--- src/rtl/pll_reg_sequencer.sv ---
// Serial register programmer for 3-wire PLL chips: shifts NREG words MSB-first, LE-latches each, optional settle wait.
// Trigger edge to first data bit is 2 cycles; no backpressure, edges while busy are dropped and abort returns to idle.
module pll_reg_sequencer #(
   parameter int NREG    = 3,
   parameter int WIDTH   = 24,
   parameter int CLKDIV  = 4,
   parameter int DELAY_W = 16
) (
   input  logic                      clk_i,
   input  logic                      reset_n_i,
   input  logic                      trig_i,
   input  logic                      abort_i,
   input  logic [NREG*WIDTH-1:0]     regs_i,
   input  logic [NREG*DELAY_W-1:0]   delay_i,
   input  logic [NREG-1:0]           mask_i,
   output logic                      ready_o,
   output logic                      done_o,
   output logic                      sdata_o,
   output logic                      sclk_o,
   output logic                      le_o
);

   localparam int IDX_W = (NREG > 1) ? $clog2(NREG) : 1;
   localparam int BIT_W = $clog2(WIDTH);
   localparam int PH_W  = $clog2(CLKDIV);
   localparam int HALF  = CLKDIV / 2;

   typedef enum logic [2:0] {
      IDLE,
      LOAD,
      SHIFT,
      LATCH,
      WAIT,
      DONE
   } state_t;

   state_t                    state, state_n;
   logic                      trig_q;
   logic                      trig_edge;
   logic [NREG*WIDTH-1:0]     sh_regs, sh_regs_n;
   logic [NREG*DELAY_W-1:0]   sh_delay, sh_delay_n;
   logic [NREG-1:0]           sh_mask, sh_mask_n;
   logic [IDX_W-1:0]          idx, idx_n;
   logic [WIDTH-1:0]          sreg, sreg_n;
   logic [BIT_W-1:0]          bit_cnt, bit_cnt_n;
   logic [PH_W-1:0]           ph, ph_n;
   logic [DELAY_W-1:0]        wcnt, wcnt_n;
   logic                      ready_n, done_n, sdata_n, sclk_n, le_n;
   logic [WIDTH-1:0]          cur_word;
   logic [DELAY_W-1:0]        cur_delay;
   logic                      later_any;

   assign trig_edge = trig_i & ~trig_q;
   assign cur_word  = sh_regs[int'(idx)*WIDTH +: WIDTH];
   assign cur_delay = sh_delay[int'(idx)*DELAY_W +: DELAY_W];

   // Any enabled slot after the current one decides between next LOAD and DONE.
   always_comb begin
      later_any = 1'b0;
      for (int k = 0; k < NREG; k++) begin
         if (k > int'(idx) && sh_mask[k]) later_any = 1'b1;
      end
   end

   always_comb begin
      state_n    = state;
      sh_regs_n  = sh_regs;
      sh_delay_n = sh_delay;
      sh_mask_n  = sh_mask;
      idx_n      = idx;
      sreg_n     = sreg;
      bit_cnt_n  = bit_cnt;
      ph_n       = ph;
      wcnt_n     = wcnt;
      ready_n    = ready_o;
      done_n     = 1'b0;
      sdata_n    = sdata_o;
      sclk_n     = sclk_o;
      le_n       = le_o;

      case (state)
         IDLE: begin
            if (trig_edge) begin
               sh_regs_n  = regs_i;
               sh_delay_n = delay_i;
               sh_mask_n  = mask_i;
               idx_n      = '0;
               ready_n    = 1'b0;
               state_n    = LOAD;
            end
         end
         LOAD: begin
            if (sh_mask[idx]) begin
               sreg_n    = cur_word;
               sdata_n   = cur_word[WIDTH-1];
               sclk_n    = 1'b0;
               bit_cnt_n = BIT_W'(WIDTH - 1);
               ph_n      = '0;
               state_n   = SHIFT;
            end else if (later_any) begin
               idx_n = idx + IDX_W'(1);
            end else begin
               done_n  = 1'b1;
               state_n = DONE;
            end
         end
         SHIFT: begin
            if (ph == PH_W'(HALF - 1)) begin
               sclk_n = 1'b1;
               ph_n   = ph + PH_W'(1);
            end else if (ph == PH_W'(CLKDIV - 1)) begin
               ph_n   = '0;
               sclk_n = 1'b0;
               if (bit_cnt == '0) begin
                  sdata_n = 1'b0;
                  le_n    = 1'b1;
                  state_n = LATCH;
               end else begin
                  // Rotate keeps every bit in use; the bit after the MSB sits at WIDTH-2.
                  bit_cnt_n = bit_cnt - BIT_W'(1);
                  sreg_n    = {sreg[WIDTH-2:0], sreg[WIDTH-1]};
                  sdata_n   = sreg[WIDTH-2];
               end
            end else begin
               ph_n = ph + PH_W'(1);
            end
         end
         LATCH: begin
            if (ph == PH_W'(CLKDIV - 1)) begin
               ph_n = '0;
               le_n = 1'b0;
               if (cur_delay != '0) begin
                  wcnt_n  = cur_delay;
                  state_n = WAIT;
               end else if (later_any) begin
                  idx_n   = idx + IDX_W'(1);
                  state_n = LOAD;
               end else begin
                  done_n  = 1'b1;
                  state_n = DONE;
               end
            end else begin
               ph_n = ph + PH_W'(1);
            end
         end
         WAIT: begin
            if (wcnt == DELAY_W'(1)) begin
               if (later_any) begin
                  idx_n   = idx + IDX_W'(1);
                  state_n = LOAD;
               end else begin
                  done_n  = 1'b1;
                  state_n = DONE;
               end
            end else begin
               wcnt_n = wcnt - DELAY_W'(1);
            end
         end
         DONE: begin
            ready_n = 1'b1;
            state_n = IDLE;
         end
         default: begin
            ready_n = 1'b1;
            state_n = IDLE;
         end
      endcase

      // Abort drops the pins straight to idle so a half-shifted word is never latched.
      if (abort_i && state != IDLE && state != DONE) begin
         state_n = IDLE;
         sclk_n  = 1'b0;
         sdata_n = 1'b0;
         le_n    = 1'b0;
         done_n  = 1'b0;
         ready_n = 1'b1;
      end
   end

   always_ff @(posedge clk_i or negedge reset_n_i) begin
      if (!reset_n_i) begin
         state    <= IDLE;
         trig_q   <= 1'b0;
         sh_regs  <= '0;
         sh_delay <= '0;
         sh_mask  <= '0;
         idx      <= '0;
         sreg     <= '0;
         bit_cnt  <= '0;
         ph       <= '0;
         wcnt     <= '0;
         ready_o  <= 1'b1;
         done_o   <= 1'b0;
         sdata_o  <= 1'b0;
         sclk_o   <= 1'b0;
         le_o     <= 1'b0;
      end else begin
         state    <= state_n;
         trig_q   <= trig_i;
         sh_regs  <= sh_regs_n;
         sh_delay <= sh_delay_n;
         sh_mask  <= sh_mask_n;
         idx      <= idx_n;
         sreg     <= sreg_n;
         bit_cnt  <= bit_cnt_n;
         ph       <= ph_n;
         wcnt     <= wcnt_n;
         ready_o  <= ready_n;
         done_o   <= done_n;
         sdata_o  <= sdata_n;
         sclk_o   <= sclk_n;
         le_o     <= le_n;
      end
   end

endmodule
--- config.mk ---
export PLATFORM = sky130hd
export DESIGN_NAME = pll_reg_sequencer
export DESIGN_NICKNAME = d
export VERILOG_FILES = /design/src/rtl/pll_reg_sequencer.sv
export SDC_FILE = /design/constraint.sdc
export NUM_CORES = 1
export LEC_CHECK = 0
export ABC_AREA = 1
export CAP_MARGIN = 20
export CELL_PAD_IN_SITES_DETAIL_PLACEMENT = 2
export CELL_PAD_IN_SITES_GLOBAL_PLACEMENT = 2
export CORE_ASPECT_RATIO = 0.9
export CORE_MARGIN = 2
export CORE_UTILIZATION = 29
export CTS_CLUSTER_SIZE = 28
export DETAILED_ROUTE_END_ITERATION = 7
export PLACE_DENSITY = 0.87
export SETUP_SLACK_MARGIN = 0.5
export SKIP_CTS_REPAIR_TIMING = 1
export SLEW_MARGIN = 20
export SYNTH_ARGS = -nofsm -noshare
export SYNTH_HDL_FRONTEND = slang
export SYNTH_SLANG_ARGS = --single-unit
--- constraint.sdc ---
create_clock -name clk_i -period 2.1 [get_ports clk_i]
set_clock_uncertainty 0.2 [all_clocks]
set_input_delay 0.21 -clock clk_i [delete_from_list [all_inputs] [get_ports clk_i]]
set_output_delay 0.21 -clock clk_i [all_outputs]
set_load 0.05 [all_outputs]
==> results of run 1 <==
==> metrics by stage <==
step / setup slack (ps) / total power [µW] / hold slack (ps) / std cells
3_5_place_dp: -200 / 14000 / -48.1 / 1717
4_1_cts: -309 / 17500 / -535 / 1749
2_1_floorplan: 87.0 / 11200 / -286 / 1191
5_1_grt: -378 / 22100 / 27.3 / 1802
6_report: -308 / 21000 / 44.6 / 1803
3_3_place_gp: -43.4 / 13300 / -53.2 / 1717
==> worst paths after layout <==
check | startpoint | end | slack (ps) | depth (start not counted)
worst max-delay path | state[2] | sreg[19] | -310 | 12
worst min-delay path | trig_i | trig_q | 40 | 1
worst max register to register | state[2] | sreg[19] | -310 | 12
worst min register to register | sh_regs[29] | sh_regs[29] | 280 | 2
max in group asynchronous | reset_n_i | sreg[11] | 910 | 3
min in group asynchronous | reset_n_i | sreg[23] | 50 | 2
==> final cells by class <==
cell class	count	share of cell area, %
antenna	1	0.0190
clock buffer	18	3.26
clock inverter	14	1.07
inverter	102	3.38
multi-input combinational	847	33.9
sequential	181	34.5
tap	409	3.89
timing repair buffer	229	19.8
timing repair inverter	2	0.209
==> state kept, by name, summed over array words and instances, names as in the netlist <==
| name | cells |
|---|---|
| wcnt | 16 |
| sh_mask | 3 |
| ph | 2 |
| le_o | 1 |
| idx | 2 |
| done_o | 1 |
| sclk_o | 1 |
| trig_q | 1 |
| ready_o | 1 |
| sh_regs | 72 |
| sdata_o | 1 |
| bit_cnt | 5 |
| state | 3 |
| sh_delay | 48 |
| sreg | 24 |
==> power groups by stage <==
| stage | clock network [µW] | logic [µW] | registers [µW] |
|---|---|---|---|
| global placement | 0 | 7220 | 6060 |
| global route | 3530 | 12000 | 6540 |
| finish | 3380 | 11200 | 6410 |
| detailed placement | 0 | 7790 | 6160 |
| CTS | 3340 | 7980 | 6150 |
| floorplan | 0 | 5310 | 5870 |
==> per-layer routing <==
| metal | vias up | share of wire, % | GRT usage [%] |
|---|---|---|---|
| li1 | 4124 | - | - |
| met1 | 4869 | 39 | 25.1 |
| met2 | 324 | 52 | 38.7 |
| met3 | 121 | 3.9 | 3.69 |
| met4 | 0 | 4.9 | 7.11 |
| met5 | - | 0 | 0 |
==> critical path: cells and delay by family (launching register included) <==
| family | cells | cell delay (ps) |
|---|---|---|
| AO/OA/AOI/OAI | 1 | 50 |
| buffers and inverters | 6 | 830 |
| AND/OR/NAND/NOR | 5 | 690 |
| flip-flops | 1 | 480 |
==> cells by family (layout without fill, tap and decap cells) <==
family	Yosys count	after routing	share of synthesized area [%]
xor gates and xnor gates	3	3	0.289
buffers and inverters	163	365	8.23
and+or+nand+nor	667	667	30.2
adders and majority gates	8	8	1.10
AOI/OAI and AO/OA	169	169	10.4
DFF	181	181	49.8
other	0	1	0
==> cell usage in the layout, fill, tap and decap left out, types with 23 or more instances in the layout <==
| cell | netlist | layout |
|---|---|---|
| clkdlybuf4s50_1 | 0 | 125 |
| o21ai_0 | 95 | 65 |
| inv_1 | 92 | 90 |
| nand2_1 | 501 | 426 |
| o21ai_2 | 0 | 23 |
| dfrtp_1 | 180 | 175 |
| nand2_4 | 1 | 25 |
| nand3_1 | 71 | 62 |
| buf_4 | 5 | 51 |
| nand2_2 | 15 | 64 |
| a21oi_1 | 31 | 27 |
| o211ai_1 | 23 | 23 |
| clkbuf_16 | 0 | 30 |
| nor2_1 | 56 | 42 |
==> results.md, run 1 <==
- The worst setup path is launched from a register.
- On the worst path, the slowest cell contributes a delay of 480 ps.
- The sequential share of power is 30.6%.
- Dividing the detail-routed via count by the number of cells gives 5.23.
- Counting the fill cells in the layout gives 3,385.
- The via count of the first global-routing pass is 9,766.
- The class of the worst hold path is in2reg.
- The first global-routing pass estimated 53,400 µm of wire.
- The critical path is of the reg2reg type.
- The share of synthesized area occupied by flip-flops and latches is 49.8%.
- The part of the total power dissipated in the clock network is 16.1%.
- The final antenna-violating net count is 0.
- For this configuration, the core starts out at a cell density of 29.4%.
- The flow ran to the end, but the final reports show violations.
- In the final layout, flip-flops and latches occupy 4540 µm².
- The total congestion overflow is 0.
- The first detailed-routing pass ran for 5 iterations.
- In the final layout, the share of cells above drive strength 1 is 23.0%.
- The shortest clock period the worst path allows after layout is 2410 ps.
- The worst path uses 115% of the clock period.
- From left edge to right edge, the die measures 191 µm.
- The slowest cell on the critical path is dfrtp_2.
- The CTS root buffer is clkbuf_16.
- The number of synthesized flops with an enable pin is 0.
- The number of maximum-capacitance violations is 0.
- The final reports fail on setup timing.
- The dominant synthesized flop cell is dfrtp_1.
- Setup repair after global routing could not meet its margin everywhere.
- The summed negative setup slack over all endpoints is -11,130 ps.
- The area growth from synthesis to layout is 44.6%.
- The die footprint is 32,800 µm².
- The placed standard-cell area is 11,100 µm².
- For this run, the post-layout net count is 1,515.
- Of all nets on the critical path, the largest fanout is 13.
- The signal on the critical path passes through buf_6 -> nor3_4 -> buf_4 -> o21ai_2 -> inv_2 -> nand2_4 -> nor2_4 -> buf_12 -> buf_12 -> inv_12 -> nand2_2 -> nand2_1.
- The wire-length estimate of the detail-placed layout is 23,100 µm.
- The fraction of registers with async set or reset after synthesis is 100%.
- For this design, the sink count on the clock tree is 181.
- The worst voltage drop across the vdd grid is 0.736 mV.
- The count of mapped cells out of synthesis is 1,191.
- TritonCTS built the clock tree.
- The placer congestion estimate is 0.827.
- Headroom to the max-slew limit came out at 71.1%.
- TritonCTS created 17 clock buffers.
- The post-synthesis sequential element count is 181.
- The number of ports placed on the die boundary is 132.
- After detailed routing, the average wire length per cell comes to 25.0 µm.
- The data required time of the critical path is 2220 ps.
- Across all layers, the routed design uses 9,438 vias.
- The power density over the cells is 1600 nW/µm².
- The number of H-tree levels is 4.
- The CTS clock-pin slew for the worst setup and hold paths is 70 ps.
- The mapped netlist covers 9090 µm².
- The average cell area after synthesis is 7.64 µm².
- STA classifies the critical path endpoint as a register.
- The internal power of the cells totals 11,000 µW.
- The largest buffer count on any clock path is 2.
- The multi-input gate area in the final layout is 4450 µm².
- The initial antenna violation count is 1.
- The final max-slew violation count is 0.
- The first routing iteration left 600 violations.
- The top achievable clock speed is 415 MHz.
- After routing the design area is 13,100 µm².
- The number of warning messages in the yosys log is 0.
- The count of buffers added on input and output ports is 131.
- After floorplanning, the core was sized to cover 30,900 µm².
- Entering global routing, the biggest net connects 73 pins.
- In the synthesized netlist, the cells that appear most often are 501 x nand2_1, 180 x dfrtp_1, 95 x o21ai_0.
- The final critical-path setup slack is -308 ps.
- The reported net switching power is 10,000 µW.
- The synthesized design devotes to its leading area cell type 49.5% of total area.
- The switching power share of the total is 47.8%.
- Counting stages on the worst path, the most repeated cell is buf_12.
- The count of final setup violators is 52.
- In the post-synthesis netlist, the biggest area contributors are dfrtp_1 50%, nand2_1 21%, o21ai_0 5.2%.
- The portion of total power attributed to combinational logic is 53.3%.
- The aggregate global-route resource usage is 21.2%.
- The synthesized netlist contains 39 unique library cells.
- The routed wire length is 45,000 µm.
- For the pin with the worst max-slew slack, the measured transition is 433 ps.
- The static power due to leakage is 0.00638 µW.
- In the routed design, unresolved DRC markers number 0.
- The number of failing hold endpoints at the final stage is 0.
- Counting every net in the synthesized netlist gives 1,326.
- The clock latency reported for the late side of the worst-skew pair is 480 ps.
- The final core utilization is 42.5%.
- The endpoint arrival time on the critical path is 2530 ps.
- The floorplan has 61 rows.
- The cell with the most instances after synthesis is nand2_1.
- The die height is 172 µm.
- The biggest area consumer among synthesized cells is dfrtp_1.
(Power assumes the default switching activity.)
==> run 2: changes to the inputs <==
--- a/config.mk
+++ b/config.mk
@@ -9,8 +9,7 @@
 export CAP_MARGIN = 20
 export CELL_PAD_IN_SITES_DETAIL_PLACEMENT = 2
 export CELL_PAD_IN_SITES_GLOBAL_PLACEMENT = 2
-export CORE_ASPECT_RATIO = 0.9
-export CORE_MARGIN = 2
+export CORE_ASPECT_RATIO = 1.75
 export CORE_UTILIZATION = 29
 export CTS_CLUSTER_SIZE = 28
 export DETAILED_ROUTE_END_ITERATION = 7
==> run 2 against run 1 <==
Against the previous run: the run still ends with setup timing left; first-iteration DRC count is 41% lower; critical path depth decreased by 1; die area shrank 2.1%; via count shrank 8.6%; flip-flop and latch count unchanged; global-route usage grew 0.74 points; utilization down 3.5 points; cell area fell by 8.4%; final cell count is 3.4% lower; combinational power fell by 23%; hold slack lost 15 ps; sequential power down 3.4%; critical path type unchanged.
==> results.md, run 2 (synthesis gave the netlist of run 1 again) <==
- The endpoint arrival time on the critical path is 2470 ps (was 2530 ps).
- The class of the worst hold path is in2async (was in2reg).
- The portion of total power attributed to combinational logic is 47.6% (was 53.3%).
- The initial detailed-routing violation count is 355 (was 600).
- The maximum single-stage delay on the critical path was 480 ps (about the same).
- The number of optimization iterations in the first detailed-route pass is 4 (was 5).
- The logic depth of the worst path, buffers included is 11 (was 12).
- The number of maximum-capacitance violations is 0 (unchanged).
- The count of final setup violators is 46 (was 52).
- The part of the total power dissipated in the clock network is 18.1% (was 16.1%).
- Most frequent cells in the layout: 466 x nand2_1, 177 x dfrtp_1, 125 x clkdlybuf4s50_1 (was 426 x nand2_1, 175 x dfrtp_1, 125 x clkdlybuf4s50_1).
- The number of vias per cell after detailed routing is 4.96 (was 5.23).
- The die footprint came to 32,100 µm² (was 32,800 µm²).
- The clock sink total was 181 (unchanged).
- The category of the worst setup path capture point is a register (unchanged).
- The effective utilization at floorplan was 29.5% (was 29.4%).
- The global-route wire length before repair was 53,000 µm (was 53,400 µm).
- The power density over the cells is 1500 nW/µm² (was 1600 nW/µm²).
- The reported net switching power is 8090 µW (was 10,000 µW).
- The placed standard-cell area is 11,100 µm² (about the same).
- The slowest cell on the critical path is dfrtp_2 (unchanged).
- The pin slew with the least headroom to its limit is 434 ps (was 433 ps).
- Cell breakdown of the critical path: buf_12 -> nand2_1 -> nand3_1 -> nand2_1 -> nor2_2 -> nand2_2 -> nor2_4 -> nand3_4 -> buf_12 -> nand3_1 -> nand2_1 (was buf_6 -> nor3_4 -> buf_4 -> o21ai_2 -> inv_2 -> nand2_4 -> nor2_4 -> buf_12 -> buf_12 -> inv_12 -> nand2_2 -> nand2_1).
- The placer congestion estimate is 0.859 (was 0.827).
- The detailed placement HPWL is 23,600 µm (was 23,100 µm).
- The largest buffer count on any clock path was 2 (unchanged).
- The maximum number of pins on one net before global-route repair is 73 (unchanged).
- The overall via count from detail_route was 8,631 (was 9,438).
- The most frequent standard cell in the layout excluding fill and tap cells is nand2_1 (unchanged).
- The register ranked first by flip-flop count is sh_regs (unchanged).
- The type of the setup path with the least slack is reg2reg (unchanged).
- The clock latency reported for the late side of the worst-skew pair is 450 ps (was 480 ps).
- The summed area of non-filler cells in the final layout is 12,000 µm² (was 13,100 µm²).
- The sequential share of power came to 34.3% (was 30.6%).
- The final antenna-violating net count is 0 (unchanged).
- The via count of the first global-routing pass was 10,000 (was 9,766).
- The headroom to the max-slew limit is 71.1% (about the same).
- The static power due to leakage is 0.00591 µW (was 0.00638 µW).
- The initial antenna violation count is 2 (was 1).
- The CTS root buffer is clkbuf_16 (unchanged).
- The total congestion overflow is 0 (unchanged).
- The aggregate global-route resource usage came to 21.9% (was 21.2%).
- The final critical-path setup slack was -234 ps (was -308 ps).
- The net count of the finished layout is 1,470 (was 1,515).
- The CTS buffer count was 17 (unchanged).
- The average wire length per cell after detail routing is 20.0 µm (was 25.0 µm).
- Largest regs: sh_regs x72, sh_delay x48, sreg x24 (unchanged).
- The switching power share of the total is 44.9% (was 47.8%).
- The largest delay contributor family on the critical path is simple AND/OR/NAND/NOR gates (was buffers and inverters).
- The number of failing hold endpoints at the final stage came to 0 (unchanged).
- The shortest clock period the worst path allows after layout is 2330 ps (was 2410 ps).
- The CTS clock-pin slew for the worst setup and hold paths is 80 ps (was 70 ps).
- The maximum net fanout on the critical path is 18 (was 13).
- The most frequent cell on the critical path was nand2_1 (was buf_12).
- The cell-internal power was 9950 µW (was 11,000 µW).
- The pre-CTS setup slack was -108 ps (was -200 ps).
- The floorplan row count came to 85 (was 61).
- The worst reg2reg path depth was 11 (was 12).
- The number of ports placed on the die boundary was 132 (unchanged).
- Violated checks: setup timing (unchanged).
- The area growth from synthesis to layout is 32.5% (was 44.6%).
- The sum of buffers and inverters on the critical path is 2 (was 6).
- Run status: complete, but fails checks (unchanged).
- RSZ-0062 raised after global routing: yes (unchanged).
- The DRC violations left is 0 (unchanged).
- The number of H-tree levels came to 4 (unchanged).
- The share of the clock period used by the worst path is 111% (was 115%).
- The die height is 236 µm (was 172 µm).
- The final max-slew violation count is 0 (unchanged).
- The top achievable clock speed came to 428 MHz (was 415 MHz).
- The routed wire length is 34,800 µm (was 45,000 µm).
- The number of flip-flops in the largest register is 72 (unchanged).
- The TritonCTS clock tree is built (unchanged).
- The proportion of layout cells with a drive suffix above 1 is 14.3% (was 23.0%).
- The worst voltage drop across the vdd grid was 0.622 mV (was 0.736 mV).
- The startpoint type of the worst setup path is a register (unchanged).
- The data required time of the critical path is 2230 ps (was 2220 ps).
- The x dimension of the die is 136 µm (was 191 µm).
- The standard cell core area is 30,800 µm² (was 30,900 µm²).
- The port buffer count is 131 (unchanged).
run 2: cell count changes in the layout (fill, tap and decap cells not counted), sizes merged:
cell,before,now
buf,89,59
clkbuf,32,24
clkinv,7,4
clkinvlp,0,4
diode,1,2
inv,110,102
run 2: cell type report:
cell class	count	area [µm²]
fillers	3531	18800
flip-flops and latches	181	4530
multi-input cells	847	4110
repair buffers	186	1910
well taps	391	489
clock buffers	23	488
inverters	102	410
clock inverters	9	91.3
diodes	2	5.00
run 2: power by group through the flow:
stage / clock, µW / sequential (µW) / combinational (µW)
global placement: 0 / 6050 / 7360
detailed placement: 0 / 6130 / 7850
finish: 3260 / 6190 / 8590
global route: 3440 / 6340 / 9530
CTS: 3320 / 6160 / 8140
floorplan: 0 / 5870 / 5310
run 2: metrics by stage:
step           hold WS (ps)  total power (µW)  TNS, ps  instances  utilization [%]
2_1_floorplan          -286             11200        0       1191                -
5_1_grt                52.4             19300    -9910       1741             39.1
3_5_place_dp          -68.1             14000    -2920       1702             36.0
3_3_place_gp          -65.8             13400        0       1702             36.0
4_1_cts                -549             17600    -8010       1734             37.8
6_report               29.9             18000    -4780       1741             39.1
run 2: worst paths after layout:
check                                   end         from  slack, ps
worst max-delay path               wcnt[11]       idx[0]       -230
worst min-delay path                wcnt[4]    reset_n_i         30
worst max register to register     wcnt[11]       idx[0]       -230
worst min register to register  sh_regs[43]  sh_regs[43]        280
max in group asynchronous           sreg[9]    reset_n_i        900
min in group clk_i                   trig_q       trig_i         50
run 2: per-layer routing:
layer / part of all wire, % / track usage, %
met1: 36 / 21.2
met2: 56 / 42.1
met3: 1.8 / 2.49
met4: 6.2 / 14.8
met5: 0 / 0
